`src/rtl/synch_bin_counter.sv`:
```
// Synchronous modulo-2^Nbits up-counter with a combinational terminal-count flag.
// max_tick lets the next counter in a chain use it directly as its enable.
module synch_bin_counter #(
  parameter int Nbits = 4
) (
  input  logic             clk,
  input  logic             rst,
  input  logic             ena,
  output logic [Nbits-1:0] counter,
  output logic             max_tick
);

  localparam logic [Nbits-1:0] COUNT_MAX = {Nbits{1'b1}};
  localparam logic [Nbits-1:0] COUNT_ONE = Nbits'(1);

  // The sum is Nbits wide, so the count wraps to zero with no carry kept.
  always_ff @(posedge clk) begin
    if (rst)
      counter <= '0;
    else if (ena)
      counter <= counter + COUNT_ONE;
  end

  // Gated by !rst so the downstream stage stays put when this stage is reset.
  always_comb begin
    max_tick = (counter == COUNT_MAX) && ena && !rst;
  end

endmodule

```
`config.mk`:
```
export PLATFORM = sky130hd
export DESIGN_NAME = synch_bin_counter
export DESIGN_NICKNAME = d
export VERILOG_FILES = /design/src/rtl/synch_bin_counter.sv
export SDC_FILE = /design/constraint.sdc
export NUM_CORES = 1
export LEC_CHECK = 0
export BUFFER_PORTS_ARGS = -buffer_cell sky130_fd_sc_hd__buf_2
export CORE_AREA = 5 5 42 44
export CTS_BUF_LIST = sky130_fd_sc_hd__clkbuf_4
export CTS_CLUSTER_SIZE = 8
export DETAILED_ROUTE_END_ITERATION = 10
export DIE_AREA = 0 0 47 49
export GPL_TIMING_DRIVEN = 0
export PLACE_DENSITY_LB_ADDON = 0.2
export RECOVER_POWER = 100
export SYNTH_ARGS = -nofsm -noshare
export SYNTH_HDL_FRONTEND = slang
export SYNTH_SLANG_ARGS = --single-unit
```
`constraint.sdc`:
```
create_clock -name clk -period 2.1 [get_ports clk]
set_input_delay 0.42 -clock clk [delete_from_list [all_inputs] [get_ports clk]]
set_output_delay 0.42 -clock clk [all_outputs]
set_load 0.005 [all_outputs]
```
### After elaboration in Yosys (flattened, before gate mapping)

Index checks and enable logic that the tools add are counted.

* register bits: 4
* output and inout bits: 5
* logic and storage cells: 6

* add/sub/neg operators: 1
* eq/ne operators: 1
* reductions and logical operators: 3

Operators with widths (count)
* 4-bit by 1-bit adder with 4-bit output (second input constant): 1
* 4-bit equality test (second input constant): 1
* 1-bit logical AND: 2
* 1-bit logical NOT: 1

### Depth between registers and ports, before layout

Gate-level depths: netlist (run 1).

* depth after elaboration: 3
* mapped depth: 3
* depth with buffers taken out: 3

### Worst setup path after synthesis (run 1)

OpenSTA, ideal clock, no wires.

* path kind: register to output
* start: register counter[0]
* end: output port max_tick
* arrival time: 0.801 ns
* path slack: 0.879 ns
* cell stages (with the launch flop): 3
* path buffers: 0
* cell sequence: dfxtp_1 > ha_1 > and4_2

* longest elaborated chain between the ends: 3

RTL lines
* start: declaration: line 9 `output logic [Nbits-1:0] counter,`
* start signal: assignment: line 21 `counter <= counter + COUNT_ONE;`
* 4-bit equality test: line 26 `max_tick = (counter == COUNT_MAX) && ena && !rst;`
* 1-bit logical AND (2 in a row): line 26
* end: declaration: line 10 `output logic max_tick`

Every way passes these cells.

### Worst setup path in the final report (run 1)

Ends and elaborated chain as after synthesis.

==> impl_results.md, run 1 <==
- Final worst path period share: 0.754
- Final min period: 1.58 ns
- Ys flop type: dfxtp_1
- Chip Height: 49 um
- Final hold slack: 0.418 ns
- Largest fanout on the critical path: 4
- Synth cell count leaders: 4 x dfxtp_1, 3 x nor2_1
- RSZ-0062 raised after global routing: false
- # resized after CTS: 0
- First DRT Iteration DRCs: 0
- Drt wl/cell: 8.79 um
- Final hold violation count: 0
- Via count: 163
- Die area: 2300 um^2
- Initial core utilization: 0.135
- Mapped Nets: 21
- Combinational share of power: 0.096
- Total of max-cap violations: 0
- Power Density: 750 nW/um^2
- Number of diodes: 0
- Post-synthesis sequential area ratio: 0.424
- Final ANT Viol Nets: 0
- FMAX: 632 MHz
- Clk Latency, worst-skew pair: 0.23 ns
- Synth async-reset ratio: 0
- Core region area: 1400 um^2
- Count of flip-flops with a built-in enable after synthesis: 0
- Max rail drop VDD: 0.314 mV
- CP Launch Type: flop
- Largest cells by area after synthesis: dfxtp_1 42%, mux2_4 7.9%, ha_1 6.6%
- Synth unique cells: 12
- Layout cells sized above 1: 0.444
- Vias in the first global route: 162
- Die Wd: 47 um
- Worst min path class: in2reg
- Clock sink total: 4
- Mean post-synth cell area: 11.1 um^2
- Sequential power share: 0.438
- Worst-margin pin slew: 0.176 ns
- Worst Setup Path Type: reg2out
- Remaining global-route overflow: 0
- Worst EP required: 1.68 ns
- Biggest regs: counter: 4 flops
- Fin. max-slew vios: 0
- Leakage: 0.131 nW
- #FFs+latches synth: 4
- Placement row count: 14
- Synthesized instance count: 17
- TritonCTS buffer count: 3
- Routability cong.: 0.606
- Mapped Area: 189 um^2
- Area delta synth->final: 38.4%
- Pint: 0.154 mW
- Clock tree buffer depth: 2
- Area leader, netlist: dfxtp_1
- Clock Skews: 0.00320 ns
- Initial antenna violation count: 0
- DRC: 0
- WP data arrival: 1.16 ns
- CP endpoint kind: output port
- Vias/cell: 3.79
- Clock Power Share: 0.465
- Post-CTS setup repair buffer count: 0
- Sw frac: 0.213
- Final Core Density: 0.187
- Ports: 8
- First-pass GRT wire length: 655 um
- Yosys warns: 0
- Final TNS setup: 0 ns
- # hold bufs at CTS: 0
- TritonCTS clock tree: done
- Clk slew on worst S/H paths: 0.04 ns
- PortBufs: 7
- Slew Limit Headroom: 0.882
- First-pass DRT Iterations: 1
- CTS H-tree lvls: 1
- WL final: 378 um
- Overall Global Routing Usage: 0.0444
- Largest net degree at the start of global routing: 7
- Biggest register: counter
- DP HPWL: 305 um
- # setup viols final: 0
- Psw: 0.0417 mW
- Nets: 33
- Max FFs per register: 4
- Yosys top cell area share: 0.424
- Clock Root Buffer: clkbuf_4
- Status: completed
- Cell with the most instances after synthesis: dfxtp_1
-- through the flow --
step	instance area (um^2)	total power [mW]	instances	setup WS [ns]
3_3_place_gp	244	0.106	40	0.656
6_report	262	0.196	43	0.517
4_1_cts	267	0.202	43	0.506
3_5_place_dp	244	0.106	40	0.645
2_1_floorplan	189	0.0958	17	0.879
5_1_grt	262	0.209	43	0.409
-- routing by layer --
metal / track usage / up-vias / wire (um)
met5: 0 / - / 0
met4: 0.0553 / 0 / 0
met3: 0.0332 / 0 / 38
met2: 0.0430 / 9 / 135
met1: 0.0505 / 70 / 204
li1: - / 84 / -
-- worst paths after layout --
check / startpoint / endpoint / slack (ns) / cells after the start
setup / recovery: counter[0]$_SDFFE_PP0P_ / max_tick / 0.52 / 3
hold / removal: rst / counter[0]$_SDFFE_PP0P_ / 0.42 / 2
setup reg to reg: counter[0]$_SDFFE_PP0P_ / counter[2]$_SDFFE_PP0P_ / 1.13 / 3
hold reg to reg: counter[3]$_SDFFE_PP0P_ / counter[3]$_SDFFE_PP0P_ / 0.54 / 2
-- power by group through the flow --
stage	sequential (mW)	combinational, mW	clock, mW
6_report	0.0860	0.0189	0.0912
3_3_place_gp	0.0869	0.0192	0
3_5_place_dp	0.0868	0.0193	0
5_1_grt	0.0866	0.0206	0.102
2_1_floorplan	0.0868	0.00899	0
4_1_cts	0.0858	0.0193	0.0967
-- kinds of logic (layout without fill, tap and decap cells) --
family	count (synthesis)	count (layout)	share of synthesized area
AO/OA/AOI/OAI	2	2	0.0794
XOR/XNOR	1	1	0.0464
adder cells (fa/ha/maj)	1	1	0.0662
buffers and inverters	0	10	0
flip-flops	4	4	0.424
multiplexers	2	2	0.132
AND/OR/NAND/NOR	7	7	0.252
-- cell type report --
class / instances / area [um^2]
Tap cell: 16 / 20.0
Fill cell: 159 / 1140
Sequential cell: 4 / 80.1
Timing Repair Buffer: 7 / 33.8
Clock buffer: 3 / 22.5
Multi-Input combinational cell: 13 / 105
-- worst max-delay path, cell delays in order, from the launching register on --
cell      delay (ns)
dfxtp_1         0.40
ha_1            0.21
and4_2          0.22
clkbuf_1        0.11
-- placed cells by master, fill, tap and decap left out --
master,count
clkbuf_4,3
a21bo_2,1
ha_1,1
nor2_1,3
buf_2,6
dfxtp_1,4
nor2b_1,1
nand4_2,1
and4_2,1
nand3b_1,1
clkbuf_1,1
xnor2_1,1
mux2_1,1
mux2i_1,1
a21oi_1,1
(Power assumes the default switching activity.)
==> run 2: changes to the inputs <==
--- a/config.mk
+++ b/config.mk
@@ -5,6 +5,7 @@
 export SDC_FILE = /design/constraint.sdc
 export NUM_CORES = 1
 export LEC_CHECK = 0
+export ABC_AREA = 1
 export BUFFER_PORTS_ARGS = -buffer_cell sky130_fd_sc_hd__buf_2
 export CORE_AREA = 5 5 42 44
 export CTS_BUF_LIST = sky130_fd_sc_hd__clkbuf_4
==> constraint.sdc (replaced) <==
create_clock -name clk -period 1.56 [get_ports clk]
set_input_delay 0.312 -clock clk [delete_from_list [all_inputs] [get_ports clk]]
set_output_delay 0.312 -clock clk [all_outputs]
set_load 0.005 [all_outputs]
==> impl_results.md, run 2 <==
- DRC: 0 (unchanged)
- Mapped Nets: 29 (+38%)
- Final min period: 1.42 ns
- Sw frac: 0.221 (+0.00779)
- Final worst path period share: 0.912
- Chip Height: 49 um (unchanged)
- Clock tree buffer depth: 2 (unchanged)
- Layout cells sized above 1: 0.257 (-0.187)
- WP data arrival: 1.11 ns (-0.05 ns)
- Final TNS setup: 0 ns (unchanged)
- Vias/cell: 3.43 (-9.5%)
- Setup WS post-layout: 0.138 ns (-0.379 ns)
- Setup WS pre-CTS: 0.374 ns (-0.271 ns)
- GR peak layer: met1
- Slew Limit Headroom: 0.900 (+0.0177)
- Clock sink total: 4 (unchanged)
- Clock Skews: 0.00276 ns (-0.000445 ns)
- Worst EP required: 1.25 ns (-0.43 ns)
- PortBufs: 7 (unchanged)
- # resized after CTS: 0 (unchanged)
- Final hold violation count: 0 (unchanged)
- Clk slew on worst S/H paths: 0.04 ns (about the same)
- Synthesized instance count: 25 (+8)
- #FFs+latches synth: 4 (unchanged)
- Overall Global Routing Usage: 0.0423 (-0.00205)
- Die area: 2300 um^2 (unchanged)
- Clock Root Buffer: clkbuf_4
- Met3 Use GR: 0.0221 (-0.0111)
- Sequential power share: 0.433 (-0.005)
- Drt wl/cell: 7.82 um (-11%)
- Clock Power Share: 0.482 (+0.017)
- Biggest regs: counter: 4 flops
- Largest net degree at the start of global routing: 7 (unchanged)
- RSZ-0062 raised after global routing: false
- Largest cells by area after synthesis: dfxtp_1 45%, nand2_1 13%, nor2_1 13%
- Core region area: 1400 um^2 (unchanged)
- Met1 usage: 0.0618 (+0.0113)
- Vias in the first global route: 164 (+1.2%)
- Max FFs per register: 4 (unchanged)
- Ports: 8 (unchanged)
- Final ANT Viol Nets: 0 (unchanged)
- TritonCTS buffer count: 3 (unchanged)
- WL final: 399 um (+5.6%)
- First DRT Iteration DRCs: 0 (unchanged)
- CP endpoint kind: output port
- Via count: 175 (+7.4%)
- Initial antenna violation count: 0 (unchanged)
- # setup viols final: 0 (unchanged)
- Nets: 41 (+24%)
- Number of diodes: 0 (unchanged)
- Post-CTS setup repair buffer count: 0 (unchanged)
- First-pass GRT wire length: 634 um (-3.2%)
- Die Wd: 47 um (unchanged)
- TritonCTS clock tree: done
- Max rail drop VDD: 0.286 mV (-8.6%)
- Biggest register: counter
- Met2 Usage GRT: 0.0317 (-0.0113)
- Remaining global-route overflow: 0 (unchanged)
- Worst-margin pin slew: 0.150 ns (-0.0264 ns)
- FMAX: 703 MHz
- Fin. max-slew vios: 0 (unchanged)
- Combinational share of power: 0.085 (-0.011)
- Worst Setup Path Type: reg2out
- Routability cong.: 0.616 (+1.6%)
- Mean post-synth cell area: 7.11 um^2 (-36%)
- Final hold slack: 0.329 ns (-0.0886 ns)
- Ys flop type: dfxtp_1
- Yosys warns: 0 (unchanged)
- Synth unique cells: 10 (-2)
- # hold bufs at CTS: 0 (unchanged)
- CP Launch Type: flop
- Area leader, netlist: dfxtp_1
- Worst min path class: in2reg
- Largest fanout on the critical path: 4 (unchanged)
- Mapped Area: 178 um^2 (-6.0%)
- Total of max-cap violations: 0 (unchanged)
- Clk Latency, worst-skew pair: 0.23 ns (about the same)
- Leakage: 0.121 nW (-7.8%)
- Psw: 0.0578 mW (+38%)
- Synth async-reset ratio: 0 (unchanged)
- Placement row count: 14 (unchanged)
- DP HPWL: 311 um (+2.1%)
- First-pass DRT Iterations: 1 (unchanged)
- Most frequent cells in the layout: 7 x nand2_1, 7 x nor2_1, 5 x buf_2
- Post-synthesis sequential area ratio: 0.451 (+0.0269)
- Area delta synth->final: 40.1%
- CTS H-tree lvls: 1 (unchanged)
- Yosys top cell area share: 0.451 (+0.0269)
- Status: completed
- Count of flip-flops with a built-in enable after synthesis: 0 (unchanged)
- Pint: 0.204 mW (+32%)
- Initial core utilization: 0.127 (-0.00804)
- Power Density: 1050 nW/um^2 (+40%)
- Synth cell count leaders: 6 x nand2_1, 6 x nor2_1, 4 x dfxtp_1
run 2: metrics by stage:
stage	instances	power [mW]	util	area [um^2]
5_1_grt	51	0.279	0.178	249
3_3_place_gp	48	0.140	0.166	233
2_1_floorplan	25	0.127	-	178
4_1_cts	51	0.270	0.182	255
3_5_place_dp	48	0.139	0.166	233
6_report	51	0.262	0.178	249
run 2: routing by layer:
layer	vias up	wire length [um]
met5	-	0
met4	0	0
met3	0	46
met2	7	125
met1	70	227
li1	98	-
run 2: cell type report:
type | instances | area [um^2]
clock buffer | 3 | 22.5
fill | 168 | 1150
inverter | 2 | 7.51
multi-input combinational | 19 | 85.1
sequential | 4 | 80.1
tap | 16 | 20.0
timing repair buffer | 7 | 33.8
run 2: final timing paths:
kind                                start                      end  slack [ns]  depth (start not counted)
hold reg to reg   counter[0]$_SDFFE_PP0P_  counter[0]$_SDFFE_PP0P_        0.51                          2
setup / recovery  counter[0]$_SDFFE_PP0P_                 max_tick        0.14                          4
hold / removal                        ena  counter[1]$_SDFFE_PP0P_        0.33                          2
setup reg to reg  counter[0]$_SDFFE_PP0P_  counter[2]$_SDFFE_PP0P_        0.67                          4
run 2: cells by family (layout without fill, tap and decap cells):
group	after synthesis	after routing	synth area share
compound gates	3	3	0.0845
buf+inv	2	12	0.0423
simple gates	15	15	0.352
fa+ha+maj	1	1	0.0704
flops	4	4	0.451
run 2: worst max-delay path, cell delays in order (launching register included):
cell,delay [ns]
dfxtp_1,0.37
ha_1,0.18
nand3_1,0.11
nor2_1,0.10
clkbuf_2,0.12
run 2: power groups by stage:
stage | clock network [mW] | logic [mW] | registers [mW]
after floorplan | 0 | 0.0126 | 0.115
after global placement | 0 | 0.0246 | 0.115
after detailed placement | 0 | 0.0239 | 0.115
after CTS | 0.133 | 0.0240 | 0.113
after global routing | 0.140 | 0.0259 | 0.114
final | 0.126 | 0.0223 | 0.113
==> run 3: changes to the inputs <==
--- a/config.mk
+++ b/config.mk
@@ -15,6 +15,7 @@
 export GPL_TIMING_DRIVEN = 0
 export PLACE_DENSITY_LB_ADDON = 0.2
 export RECOVER_POWER = 100
+export SETUP_SLACK_MARGIN = 0.2
 export SYNTH_ARGS = -nofsm -noshare
 export SYNTH_HDL_FRONTEND = slang
 export SYNTH_SLANG_ARGS = --single-unit
==> impl_results.md, run 3 (synthesized netlist as in run 2, its figures left out) <==
- Worst Setup Path Type: reg2out
- Via count: 194 (+11%)
- Ports: 8 (unchanged)
- Sequential power share: 0.415 (-0.018)
- Total of max-cap violations: 0 (unchanged)
- Largest fanout on the critical path: 2 (-2)
- Most frequent cells in the layout: 7 x nand2_1, 7 x buf_2, 6 x nor2_1
- DP HPWL: 311 um (unchanged)
- Chip Height: 49 um (unchanged)
- Final hold slack: 0.360 ns (+0.0310 ns)
- Vias/cell: 3.59 (+4.7%)
- RSZ-0062 raised after global routing: true
- Layout cells sized above 1: 0.368 (+0.111)
- Max rail drop VDD: 0.296 mV (+3.3%)
- Bufs and invs on worst path: 1 (unchanged)
- Final hold violation count: 0 (unchanged)
- Crit-path cells: ha_1, nand3_4, nor2_2, buf_2
- DP Cell Count: 48 (unchanged)
- Final worst path period share: 0.879 (-0.0330)
- Combinational share of power: 0.112 (+0.027)
- Vias in the first global route: 186 (+13%)
- Final non-filler cell total: 54 (+5.9%)
- Drt wl/cell: 8.28 um (+5.8%)
- DRC: 0 (unchanged)
- Pint: 0.207 mW (+1.2%)
- Initial antenna violation count: 0 (unchanged)
- Psw: 0.0610 mW (+5.6%)
- Clock Power Share: 0.473 (-0.009)
- Fin. max-slew vios: 0 (unchanged)
- CTS H-tree lvls: 1 (unchanged)
- Sw frac: 0.228 (+0.00739)
- Initial core utilization: 0.127 (unchanged)
- WL final: 447 um (+12%)
- TritonCTS clock tree: done
- Power Density: 942 nW/um^2 (-10%)
- Placement row count: 14 (unchanged)
- Number of diodes: 0 (unchanged)
- Clock tree buffer depth: 2 (unchanged)
- CP Launch Type: flop
- Largest net degree at the start of global routing: 7 (unchanged)
- First-pass DRT Iterations: 3 (+2)
- CP max stage cell: dfxtp_1
- Biggest regs: counter: 4 flops
- CP endpoint kind: output port
- Multi-input logic area: 100 um^2 (+18%)
- Clock sink total: 4 (unchanged)
- Biggest register: counter
- Routability cong.: 0.616 (unchanged)
- TritonCTS buffer count: 3 (unchanged)
- CP delay by family, top: flip-flops
- FMAX: 729 MHz (+3.8%)
- Final ANT Viol Nets: 0 (unchanged)
- PortBufs: 7 (unchanged)
- Slew Limit Headroom: 0.878 (-0.0219)
- Remaining global-route overflow: 0 (unchanged)
- Die Wd: 47 um (unchanged)
- Worst EP required: 1.25 ns (about the same)
- WP data arrival: 1.06 ns (-0.05 ns)
- Core region area: 1400 um^2 (unchanged)
- First-pass GRT wire length: 717 um (+13%)
- # setup viols final: 0 (unchanged)
- Worst min path class: in2reg
- Leakage: 0.132 nW (+9.7%)
- Final TNS setup: 0 ns (unchanged)
- Clock Root Buffer: clkbuf_4
- Worst-margin pin slew: 0.183 ns (+0.0328 ns)
- Status: completed
- Die area: 2300 um^2 (unchanged)
- Clk slew on worst S/H paths: 0.04 ns (about the same)
- Clk Latency, worst-skew pair: 0.23 ns (about the same)
- First DRT Iteration DRCs: 3 (+3)
- Max FFs per register: 4 (unchanged)
- Fillers: 169 (+0.60%)
- Final Total Pwr: 0.268 mW (+2.2%)
- Nets: 44 (+7.3%)
- Final min period: 1.37 ns (-0.0515 ns)
- Area delta synth->final: 59.9%
- Overall Global Routing Usage: 0.0472 (+0.00494)
- Clock Skews: 0.00159 ns (-0.00117 ns)
- Register area: 83.8 um^2 (+4.7%)
- Crit path largest cell delay: 0.32 ns (-0.05 ns)
-- run 3: layout make-up --
cell class | count | area share
repair buffers | 10 | 0.176
clock buffers | 3 | 0.0793
well taps | 16 | 0.0705
flip-flops and latches | 4 | 0.295
multi-input cells | 19 | 0.352
inverters | 2 | 0.0264
-- run 3: worst reg2reg max path: stages, from the launching register on --
cell,delay (ns)
dfxtp_4,0.33
clkbuf_1,0.14
nand2_1,0.09
nor2_1,0.14
nand2_1,0.06
nand2_1,0.05
nor2_1,0.03
-- run 3: final timing paths --
| path | start | end | slack (ns) | depth (start not counted) |
|---|---|---|---|---|
| max | counter[1]$_SDFFE_PP0P_ | max_tick | 0.19 | 4 |
| max reg2reg | counter[0]$_SDFFE_PP0P_ | counter[3]$_SDFFE_PP0P_ | 0.60 | 6 |
| min reg2reg | counter[3]$_SDFFE_PP0P_ | counter[3]$_SDFFE_PP0P_ | 0.51 | 2 |
| min | ena | counter[1]$_SDFFE_PP0P_ | 0.36 | 2 |
-- run 3: timing repair --
| item | CTS | global route |
|---|---|---|
| setup buffers | 2 | 1 |
| hold buffers | 0 | 0 |
| pin swaps | 0 | 2 |
| endpoints found under the setup margin | 1 | 1 |
| resized for setup | 3 | 5 |
-- run 3: power groups by stage --
| stage | sequential (mW) | combinational, mW | clock (mW) |
|---|---|---|---|
| 4_1_cts | 0.112 | 0.0327 | 0.133 |
| 6_report | 0.111 | 0.0301 | 0.127 |
| 5_1_grt | 0.112 | 0.0347 | 0.139 |
| 3_3_place_gp | 0.115 | 0.0246 | 0 |
| 3_5_place_dp | 0.115 | 0.0239 | 0 |
| 2_1_floorplan | 0.115 | 0.0126 | 0 |
-- run 3: metal layers --
metal | global-route usage | up-vias | wire length, um
met5 | 0 | - | 0
met4 | 0.0553 | 0 | 0
li1 | - | 106 | -
met2 | 0.0430 | 7 | 158
met3 | 0.0221 | 0 | 50
met1 | 0.0662 | 81 | 238
-- run 3: stage by stage --
| step | util | cell area (um^2) | setup WS [ns] |
|---|---|---|---|
| CTS | 0.196 | 275 | 0.208 |
| global route | 0.203 | 284 | 0.112 |
| global placement | 0.166 | 233 | 0.376 |
| finish | 0.203 | 284 | 0.189 |
| floorplan | - | 178 | 0.497 |
| detailed placement | 0.166 | 233 | 0.374 |
